[src/rtl/uart_rx_pkg.sv]
// Shared types and constants for the 8N1 UART receive front end.
package uart_rx_pkg;

  typedef enum logic [2:0] {
    IDLE  = 3'd0,
    START = 3'd1,
    DATA  = 3'd2,
    STOP  = 3'd3,
    BREAK = 3'd4
  } state_t;

  localparam int DATA_BITS  = 8;
  localparam int FRAME_BITS = 10;

  // Serial data arrives LSB first, so each new bit enters at the top.
  function automatic logic [DATA_BITS-1:0] shift_in(input logic [DATA_BITS-1:0] sr,
                                                     input logic              b);
    return {b, sr[DATA_BITS-1:1]};
  endfunction

endpackage

[src/rtl/uart_rx_push_sync_ff.sv]
// Multi-flop synchroniser for a single asynchronous input; reset value selectable.
module sync_ff #(
  parameter int   STAGES    = 2,
  parameter logic RESET_VAL = 1'b1
) (
  input  logic clk,
  input  logic rst,
  input  logic d,
  output logic q
);

  logic [STAGES-1:0] sync_q;
  logic [STAGES-1:0] sync_d;

  always_comb begin
    sync_d = {sync_q[STAGES-2:0], d};
  end

  always_ff @(posedge clk) begin
    if (rst) begin
      sync_q <= {STAGES{RESET_VAL}};
    end else begin
      sync_q <= sync_d;
    end
  end

  assign q = sync_q[STAGES-1];

endmodule

[src/rtl/uart_rx_push.sv]
// 8N1 serial receiver that pushes each good byte into a downstream FIFO,
// flagging framing errors and bytes dropped on a full FIFO.
module uart_rx_push
  import uart_rx_pkg::*;
#(
  parameter int CLKS_PER_BIT = 868,
  parameter int SYNC_STAGES  = 2
) (
  input  logic       clk,
  input  logic       rst,
  input  logic       rx,
  input  logic       full,
  input  logic       ovr_clr,
  output logic       wr,
  output logic [7:0] din,
  output logic       busy,
  output logic       frame_err,
  output logic       overrun
);

  localparam int              CNT_W     = $clog2(CLKS_PER_BIT);
  localparam logic [CNT_W-1:0] HALF_LAST = CNT_W'(CLKS_PER_BIT / 2 - 1);
  localparam logic [CNT_W-1:0] BIT_LAST  = CNT_W'(CLKS_PER_BIT - 1);
  localparam logic [2:0]       IDX_LAST  = 3'(DATA_BITS - 1);

  logic rx_s;

  sync_ff #(
    .STAGES   (SYNC_STAGES),
    .RESET_VAL(1'b1)
  ) u_rx_sync (
    .clk(clk),
    .rst(rst),
    .d  (rx),
    .q  (rx_s)
  );

  state_t               state_q, state_d;
  logic [CNT_W-1:0]     cnt_q, cnt_d;
  logic [2:0]           bit_idx_q, bit_idx_d;
  logic [DATA_BITS-1:0] shift_q, shift_d;
  logic                 wr_q, wr_d;
  logic [7:0]           din_q, din_d;
  logic                 busy_q, busy_d;
  logic                 frame_err_q, frame_err_d;
  logic                 overrun_q, overrun_d;
  logic                 ovr_set;

  always_comb begin
    state_d     = state_q;
    cnt_d       = cnt_q;
    bit_idx_d   = bit_idx_q;
    shift_d     = shift_q;
    wr_d        = 1'b0;
    din_d       = din_q;
    frame_err_d = 1'b0;
    ovr_set     = 1'b0;

    case (state_q)
      IDLE: begin
        if (!rx_s) begin
          state_d = START;
          cnt_d   = '0;
        end
      end
      START: begin
        // Re-check the line at mid start bit; a high here was only a glitch.
        if (cnt_q == HALF_LAST) begin
          cnt_d     = '0;
          bit_idx_d = '0;
          state_d   = rx_s ? IDLE : DATA;
        end else begin
          cnt_d = cnt_q + 1'b1;
        end
      end
      DATA: begin
        if (cnt_q == BIT_LAST) begin
          cnt_d   = '0;
          shift_d = shift_in(shift_q, rx_s);
          if (bit_idx_q == IDX_LAST) begin
            state_d = STOP;
          end else begin
            bit_idx_d = bit_idx_q + 1'b1;
          end
        end else begin
          cnt_d = cnt_q + 1'b1;
        end
      end
      STOP: begin
        if (cnt_q == BIT_LAST) begin
          cnt_d = '0;
          if (rx_s) begin
            state_d = IDLE;
            if (full) begin
              ovr_set = 1'b1;
            end else begin
              wr_d  = 1'b1;
              din_d = shift_q;
            end
          end else begin
            frame_err_d = 1'b1;
            state_d     = BREAK;
          end
        end else begin
          cnt_d = cnt_q + 1'b1;
        end
      end
      BREAK: begin
        // A line held low must go idle before another start bit is accepted.
        if (rx_s) begin
          state_d = IDLE;
        end
      end
      default: begin
        state_d = IDLE;
      end
    endcase

    overrun_d = ovr_set | (overrun_q & ~ovr_clr);
    busy_d    = (state_q != IDLE);
  end

  always_ff @(posedge clk) begin
    if (rst) begin
      state_q     <= IDLE;
      cnt_q       <= '0;
      bit_idx_q   <= '0;
      shift_q     <= '0;
      wr_q        <= 1'b0;
      din_q       <= 8'h00;
      busy_q      <= 1'b0;
      frame_err_q <= 1'b0;
      overrun_q   <= 1'b0;
    end else begin
      state_q     <= state_d;
      cnt_q       <= cnt_d;
      bit_idx_q   <= bit_idx_d;
      shift_q     <= shift_d;
      wr_q        <= wr_d;
      din_q       <= din_d;
      busy_q      <= busy_d;
      frame_err_q <= frame_err_d;
      overrun_q   <= overrun_d;
    end
  end

  assign wr        = wr_q;
  assign din       = din_q;
  assign busy      = busy_q;
  assign frame_err = frame_err_q;
  assign overrun   = overrun_q;

endmodule

[config.mk]
export PLATFORM = sky130hd
export DESIGN_NAME = uart_rx_push
export DESIGN_NICKNAME = d
export VERILOG_FILES = /design/src/rtl/uart_rx_pkg.sv /design/src/rtl/uart_rx_push_sync_ff.sv /design/src/rtl/uart_rx_push.sv
export SDC_FILE = /design/constraint.sdc
export NUM_CORES = 1
export LEC_CHECK = 0
export ABC_AREA = 1
export CORE_UTILIZATION = 45
export DETAILED_ROUTE_END_ITERATION = 8
export PLACE_DENSITY_LB_ADDON = 0.05
export SLEW_MARGIN = 20
export SYNTH_ARGS = -nofsm -noshare
export SYNTH_HDL_FRONTEND = slang
export SYNTH_HIERARCHICAL = 1
export SYNTH_SLANG_ARGS = --single-unit
[constraint.sdc]
create_clock -name clk -period 1.6 [get_ports clk]
set_input_delay 0.32 -clock clk [delete_from_list [all_inputs] [get_ports clk]]
set_output_delay 0.32 -clock clk [all_outputs]
set_load 0.05 [all_outputs]
# Word-level counts from Yosys, hierarchy flattened
# Index checks and enable logic that the tools add are counted.
# W data, S select, Z words.
# classes
eq_ne	14
n_bitwise	7
n_mux	23
n_addsub	2
n_reduce_logical	12
# ops
cell	n
$mux W10	3
$mux W3	10
$pmux W10 S3	1
$pmux W3 S5	1
$ne A2 B2 Y1 const B	6
$add A10 B1 Y10 const B	1
$eq A10 B10 Y1 const B	1
$eq A10 B9 Y1 const B	1
$reduce_and A4 Y1	2
$eq A3 B2 Y1 const B	2
$eq A3 B3 Y1 const B	2
$mux W1	6
$pmux W3 S2	1
$reduce_and A6 Y1	1
$reduce_bool A3 Y1	2
$not A1 Y1	5
$reduce_and A2 Y1	2
$reduce_or A4 Y1	1
$add A3 B1 Y3 const B	1
$eq A3 B1 Y1 const B	1
$logic_not A3 Y1	1
$reduce_or A3 Y1	1
$mux W2	1
$ne A2 B1 Y1 const B	1
other kinds (4)	4
# word_totals
inputBits	5
regBits	38
output_inout_bits	12
wordCells	68

# Longest topological paths before layout
# Gate-level depths: netlist of run 1.
# logic_depth
ltp_word	5
mapped_depth	10
depth_no_buf	10

# By module
# The synthesis of run 1 kept the hierarchy.
# modules_own_cells
mod	seq_area_each_um2	cells_each	area_per_inst_um2	n_inst
uart_rx_push	720.7	247	1825.5	1
sync_ff	40.0	7	58.8	1

# Least setup slack after synthesis of run 1
# Ideal clock, no wire load.
# synth_timing
kind	register to register
startpoint	register cnt_q[0]
endpoint	register state_q[2]
slack_ns	0.128
required_ns	1.487
setup_time_ns	0.113
arrival_time_ns	1.359
n_path_buf	0
period_less_slack_ns	1.472
path_stages_with_launch	11
path_cell_list	dfxtp_1 > ha_1 > nand3_1 > nor2_2 > nand2_2 > nand2_2 > nand2_4 > nor2_4 > nand2_1 > nand2_1 > nor2_1
# synth_via
elab_chain_cells	3
word_cells_on_any_way	6
cone_classes	5 x eq/ne; 1 x reduce/logical
# synth_rtl
element	line	text
start: declaration	uart_rx_push.sv:39	logic [CNT_W-1:0] cnt_q, cnt_d;
start signal: assignment	uart_rx_push.sv:136	cnt_q <= cnt_d;
$eq A10 B10 Y1 / $eq A10 B9 Y1 (equally long branches)	uart_rx_push.sv:77, uart_rx_push.sv:90, uart_rx_push.sv:68	
$ne A2 B2 Y1 (no line)	-	
$reduce_and A6 Y1 (no line) (*)	-	
end signal: assignment	uart_rx_push.sv:135	state_q <= state_d;
end: declaration	uart_rx_push.sv:38	state_t state_q, state_d;
# Mark *: on every way between the ends. The rest lies on a longest branch, timed or not.
# A chain may end at the register's enable or synchronous reset.

# Worst setup path in the final report of run 1
# layout_timing
startpoint	register cnt_q[1]
endpoint	register cnt_q[8]
# layout_via
elab_chain_cells	3
word_cells_on_any_way	6
cone_classes	1 x add/sub; 2 x eq/ne; 3 x mux
# layout_rtl
element	line	text
$add A10 B1 Y10, or another cell as far along	uart_rx_push.sv:73, uart_rx_push.sv:86, uart_rx_push.sv:105	
$mux W10 (on tied branches)	uart_rx_push.sv:77, uart_rx_push.sv:90, uart_rx_push.sv:68	
$pmux W10 S3 (*)	uart_rx_push.sv:59	case (state_q)
# Marks and branches as above.

==> impl_metrics.tcl, run 1 <==
set metrics [dict create \
    slowest_stage "dfxtp_2" \
    maxCapViolCount 0 \
    status "finished clean" \
    worstSetupStartpoint "cnt_q[1]$_SDFFE_PP0P_" \
    port_buffers 16 \
    overflow 0 \
    tightest_slew_ns 0.3848 \
    syn_nets 263 \
    cp_num_buf_inv 0 \
    cp.arrival_ns 1.65 \
    drv_slew 0 \
    cts_max_path_buffers 2 \
    die_y_um 66.71 \
    timing.hold.ws_ns 0.4446 \
    h-tree-depth 2 \
    synth_cell_types 33 \
    rr_worst_depth 8 \
    period_needed_ns 1.463 \
    synthFlopType "dfxtp_1" \
    synthArstFlopShare 0 \
    dp_slack_ns -0.02345 \
    synth_most_common_cell "nand2_1" \
    core_area_um2 4000 \
    rsz0062_at_grt "false" \
    drive_above_1_share 0.2437 \
    io_pins 17 \
    hold_start "u_rx_sync/sync_q[0]$_SDFF_PP1_" \
    insertedDiodeCount 0 \
    synth_seq_area_share 0.4037 \
    worstPathRequired_ns 1.78 \
    relSlewSlack 0.7431 \
    finalWirelength_um 3564 \
    synthTopCellsByCount "nand2_1, nor2_1, dfxtp_1, inv_1, a21oi_1" \
    worst_slack_ns 0.1366 \
    max-vdd-ir-drop_mv 0.5413 \
    ff2ff_setup_slack_ns 0.14 \
    tritoncts "done" \
    ys_ff_latch 38 \
    post-route-cell-area_um2 2267 \
    cts_root_buf "clkbuf_8" \
    hold_depth 2 \
    synth_cells 254 \
    num_vias 1515 \
    clock_skew_ns 0.003552 \
    grt_pass1_vias 1340 \
    reg2reg_to "cnt_q[8]$_SDFFE_PP0P_" \
    synth_edf_count 0 \
    remaining_drc_errors 0 \
    path_clk_slew_ns 0.07 \
    place_area_um2 2102 \
    firstDrtPassIters 4 \
    holdCritPathClass "reg2reg" \
    ant_nets 0 \
    area_delta_synth_final_pct 20.32 \
    setup.worst_path.start_class "register" \
    cp-end-kind "register" \
    insertion_delay_ns 0.29 \
    row_count 23 \
    via_per_inst 4.605 \
    crit_top_cell "nand3_2" \
    ys_top_cells_by_area "dfxtp_1, nand2_1, nor2_1, inv_1, a21oi_1" \
    hold_violations 0 \
    drt-initial-drc-count 59 \
    grt_pass1_wl_um 6065 \
    ctsHoldBuffers 0 \
    pwr_density_cell_nw_per_um2 1184 \
    clock-sinks 38 \
    worst-setup-path-type "reg2reg" \
    antenna_found_initial 0 \
    crit_family "simple AND/OR/NAND/NOR gates" \
    dp_hpwl_um 2596 \
    min_period_over_period 0.9146 \
    synth_top_area_frac 0.4037 \
    post_drt_wl_per_cell_um 10.83 \
    worstPathCellList "ha_4, nand3_2, nor2_4, nand2_2, nand2_1, nand3_2, nand2_4, nor2_1" \
    critPathMaxFanout 8 \
    fin_nets 288 \
    worstHoldEndpoint "u_rx_sync/sync_q[1]$_SDFF_PP1_" \
    synth_area_um2 1884 \
    dieWidth_um 66.71 \
    cts_buffers 5 \
    grt_max_degree 18 \
    p_leak_nw 1.024 \
    dieArea_um2 4450 \
    yosysWarnings 6 \
    start_util 0.4711 \
    synth.avg_cell_area_um2 7.419 \
    max_stage_delay_ns 0.37 \
    track_usage 0.1832 \
    final.setup.tns_ns 0 \
    r2r-start "cnt_q[1]$_SDFFE_PP0P_" \
    gp_congestion 0.7835 \
    fmax_ghz 0.6833 \
    synth_top_area_cell "dfxtp_1" \
    finalSetupViolations 0 \
]
==> layout make-up <==
type | instances | area [um2]
fillers | 401 | 1733
multi-input cells | 166 | 962.2
flip-flops and latches | 38 | 765.7
repair buffers | 23 | 195.2
inverters | 45 | 168.9
clock buffers | 6 | 82.58
well taps | 50 | 62.56
clock inverters | 1 | 30.03
==> worst max-delay path by stage <==
| stage | end | cells past startpoint |
|---|---|---|
| final | cnt_q[8]$_SDFFE_PP0P_ | 8 |
| after global routing | cnt_q[8]$_SDFFE_PP0P_ | 8 |
| after CTS | shift_q[7]$_SDFFE_PP0P_ | 6 |
| after detailed placement | cnt_q[8]$_SDFFE_PP0P_ | 8 |
| after global placement | shift_q[7]$_SDFFE_PP0P_ | 6 |
| after floorplan | state_q[2]$_SDFFE_PP0P_ | 10 |
==> flip-flops by register name (all words and copies together), names as in the netlist <==
name	count
bit_idx_q	3
busy	1
cnt_q	10
din	8
frame_err	1
overrun	1
shift_q	8
state_q	3
u_rx_sync/sync_q	2
wr	1
==> power by group <==
group | switching, W | internal, W | total (W)
logic | 0.000495 | 0.000271 | 0.000766
clock network | 0.000336 | 0.000499 | 0.000835
registers | 0.0000679 | 0.00102 | 0.00108
total | 0.000898 | 0.00179 | 0.00268
==> cell usage in the layout (no fill, tap or decap), types with 2 or more instances in the layout <==
cell              n
nand3_2           5
nand3_4           2
ha_1              3
clkdlybuf4s50_1   4
nor2_4            5
nand2_1          48
clkbuf_8          6
inv_1            38
inv_2             7
buf_4            18
o21ai_0          11
nor3_2            4
dfxtp_1          36
nand2_4           2
nand4_1           2
nand4_4           2
nand2_2           5
nor2_2            5
nor2_1           39
nand3_1           4
a21oi_1          18
==> worst register-to-register path: cells and delay by family (launching register included) <==
| kind | cells | cell delay [ns] |
|---|---|---|
| DFF | 1 | 0.37 |
| and+or+nand+nor | 7 | 0.84 |
| adders and majority gates | 1 | 0.15 |
==> logic make-up after synthesis <==
family,count (synthesis),synth area share
AOI/OAI and AO/OA,32,0.09695
xor gates and xnor gates,2,0.009298
adders and majority gates,4,0.02656
buffers and inverters,50,0.1069
DFF,38,0.4037
and+or+nand+nor,128,0.3566
==> stage by stage <==
stage,total power [W],instances,utilization
after floorplan,0.001695,254,-
after global placement,0.001855,321,0.5255
after detailed placement,0.001856,321,0.5255
after CTS,0.002703,328,0.5549
after global routing,0.002838,329,0.5668
final,0.002684,329,0.5668
==> layer usage <==
| layer | routed length [um] | global-route usage |
|---|---|---|
| met3 | 120 | 0.05308 |
| met4 | 55 | 0.06649 |
| met2 | 1516 | 0.2778 |
| met5 | 0 | 0 |
| met1 | 1871 | 0.2438 |
==> what timing repair did <==
| item | 4_1_cts | 5_1_grt |
|---|---|---|
| pin swaps | 0 | 4 |
| buffers inserted | 0 | 1 |
| endpoints found under the setup margin | 6 | 32 |
| gates cloned | 0 | 0 |
| resized for setup | 1 | 10 |
Note: power is estimated with default switching activity, not from simulation.
==> inputs of run 2 (changes only) <==
--- a/config.mk
+++ b/config.mk
@@ -5,11 +5,11 @@
 export SDC_FILE = /design/constraint.sdc
 export NUM_CORES = 1
 export LEC_CHECK = 0
-export ABC_AREA = 1
 export CORE_UTILIZATION = 45
 export DETAILED_ROUTE_END_ITERATION = 8
+export GPL_ROUTABILITY_DRIVEN = 0
 export PLACE_DENSITY_LB_ADDON = 0.05
-export SLEW_MARGIN = 20
+export SLEW_MARGIN = 0
 export SYNTH_ARGS = -nofsm -noshare
 export SYNTH_HDL_FRONTEND = slang
 export SYNTH_HIERARCHICAL = 1
==> run 2 against run 1 <==
Net effect:
- the flow now finishes with violations (negative setup slack)
- critical path depth fell by 3
- area after synthesis shrank 11%
- worst hold slack worse by 0.033 ns
- combinational power is 2.9% higher
- wire length is 17% higher
- critical path type unchanged
- largest cell class unchanged
==> impl_metrics.tcl, run 2 <==
set metrics [dict create \
    pwr_density_cell_nw_per_um2 1186 \
    final.setup.tns_ns -5.230 \
    synth_cell_types 41 \
    cts_max_path_buffers 2 \
    hold_start "u_rx_sync/sync_q[0]$_SDFF_PP1_" \
    hold_violations 0 \
    min_period_over_period 1.165 \
    layout_commonest_cell "buf_4" \
    post-route-cell-area_um2 2366 \
    overflow 0 \
    worstSetupStartpoint "cnt_q[3]$_SDFFE_PP0P_" \
    place_area_um2 2095 \
    ys_top_cells_by_area "dfxtp_1, mux2i_1, nor2_1, ha_1, nand2_1" \
    core_area_um2 3468 \
    via_per_inst 5.257 \
    synthArstFlopShare 0 \
    syn_nets 194 \
    path_clk_slew_ns 0.08 \
    cp_num_buf_inv 0 \
    io_pins 17 \
    period_needed_ns 1.863 \
    p_leak_nw 0.9994 \
    synthFlopType "dfxtp_1" \
    ff2ff_setup_slack_ns -0.26 \
    synth.avg_cell_area_um2 9.103 \
    fin_util 0.6822 \
    worstPathRequired_ns 1.79 \
    track_usage 0.2230 \
    finalWirelength_um 4162 \
    drive_above_1_share 0.3655 \
    relSlewSlack 0.7451 \
    synth_top_area_frac 0.4517 \
    fin_nets 246 \
    fmax_ghz 0.5367 \
    grt_pass1_wl_um 6893 \
    fillCellCount 295 \
    worst_slack_ns -0.2633 \
    tritoncts "done" \
    port_buffers 16 \
    cts_buffers 5 \
    synth_edf_count 0 \
    clock-sinks 38 \
    synth_most_common_cell "dfxtp_1" \
    max_stage_delay_ns 0.57 \
    dieWidth_um 63.18 \
    clock_skew_ns 0.006778 \
    start_util 0.4856 \
    worstPathCellList "or3b_4, nand3b_4, or4b_4, mux2i_1, nor2_1" \
    holdCritPathClass "reg2reg" \
    antenna_found_initial 0 \
    firstDrtPassIters 4 \
    drt-initial-drc-count 69 \
    area_delta_synth_final_pct 40.49 \
    cts_root_buf "clkbuf_8" \
    drv_slew 0 \
    setup.worst_path.start_class "register" \
    dieArea_um2 3991 \
    largest_reg_flops 10 \
    r2r-start "cnt_q[3]$_SDFFE_PP0P_" \
    insertedDiodeCount 0 \
    ant_nets 0 \
    die_y_um 63.18 \
    num_vias 1493 \
    synth_area_um2 1684 \
    yosysWarnings 6 \
    rsz0062_at_grt "true" \
    critPathMaxFanout 5 \
    status "finished, violations left" \
    tightest_slew_ns 0.3812 \
    grt_max_degree 19 \
    maxCapViolCount 0 \
    synth_cells 185 \
    regMostFlops "cnt_q" \
    ctsHoldBuffers 0 \
    cp-end-kind "register" \
    insertion_delay_ns 0.29 \
    violations "negative setup slack" \
    synthTopCellsByCount "dfxtp_1, nor2_1, mux2i_1, nand2_1, nand3_1" \
    cp.arrival_ns 2.05 \
    synth_seq_area_share 0.4517 \
    final_cell_mix "buf_4, dfxtp_1, nor2_1" \
    worst-setup-path-type "reg2reg" \
    hold_depth 1 \
    slowest_stage "or4b_4" \
    h-tree-depth 2 \
    ys_ff_latch 38 \
    post_drt_wl_per_cell_um 14.65 \
    crit_family "simple AND/OR/NAND/NOR gates" \
    synth_top_area_cell "dfxtp_1" \
    rr_worst_depth 5 \
    max-vdd-ir-drop_mv 0.7275 \
    row_count 21 \
    finalSetupViolations 30 \
    remaining_drc_errors 0 \
    dp_hpwl_um 2683 \
    grt_pass1_vias 1435 \
    crit_cells 5 \
]
run 2: changes by cell type in the layout (fill, tap and decap cells not counted), moves of 5 or more:
cell / previous run / this run
inv_2: 7 / 1
nand2_1: 48 / 11
inv_1: 38 / 3
nor2_1: 39 / 31
a31oi_1: 0 / 5
nand2_2: 5 / 0
buf_4: 18 / 47
o21ai_0: 11 / 2
mux2i_1: 0 / 18
a21oi_1: 18 / 4
run 2: final timing paths:
check | endpoint
max reg2reg | din[7]$_SDFFE_PP0P_
min | u_rx_sync/sync_q[1]$_SDFF_PP1_
max | din[7]$_SDFFE_PP0P_
min reg2reg | u_rx_sync/sync_q[1]$_SDFF_PP1_
run 2: logic make-up after synthesis:
logic type,share of synthesized area
buf+inv,0.03715
xor+xnor,0.01560
mux,0.1204
compound gates,0.06465
flops,0.4517
simple gates,0.2808
fa+ha+maj,0.02972
run 2: report_power, final:
part	switching (W)	internal (W)	total, W	leakage [nW]
registers	0.0000330	0.00100	0.00103	0.310
clock network	0.000359	0.000625	0.000984	0.0683
logic	0.000425	0.000363	0.000788	0.621
total	0.000817	0.00199	0.00281	0.999
run 2: final cells by class:
class	instances	area, um2	area share
clock buffers	5	68.82	0.02909
repair buffers	54	435.4	0.1840
clock inverters	3	68.82	0.02909
inverters	4	15.01	0.006346
multi-input cells	134	949.7	0.4014
flip-flops and latches	38	770.7	0.3258
well taps	46	57.56	0.02433
run 2: routing by layer:
metal  GRT usage  part of all wire  vias to the layer above
li1            -                 -                      753
met1      0.2640              0.44                      704
met2      0.3898              0.51                       28
met3     0.04348             0.030                        8
met4     0.09375             0.025                        0
met5           0                 0                        -
run 2: what timing repair did:
item | in CTS | in global routing
pin swaps | 12 | 6
cloned | 2 | 0
endpoints found under the setup margin | 33 | 34
gates resized for setup | 21 | 5
setup buffers | 2 | 2
endpoints found under the hold margin | 0 | 0
run 2: through the flow:
| step | hold WS (ns) | total power, W | cells | setup WS, ns |
|---|---|---|---|---|
| finish | 0.4111 | 0.002807 | 284 | -0.2633 |
| global route | 0.4338 | 0.002933 | 284 | -0.3206 |
| detailed placement | 0.3976 | 0.001697 | 271 | -0.2896 |
| CTS | 0.4167 | 0.002807 | 283 | -0.2396 |
| global placement | 0.3859 | 0.001674 | 271 | -0.2435 |
| floorplan | 0.3832 | 0.001439 | 185 | -0.2850 |
run 2: worst reg2reg max path: cells and delay by family (launching register included):
family	cells	cell delay [ns]
simple gates	4	1.26
flops	1	0.32
mux	1	0.18
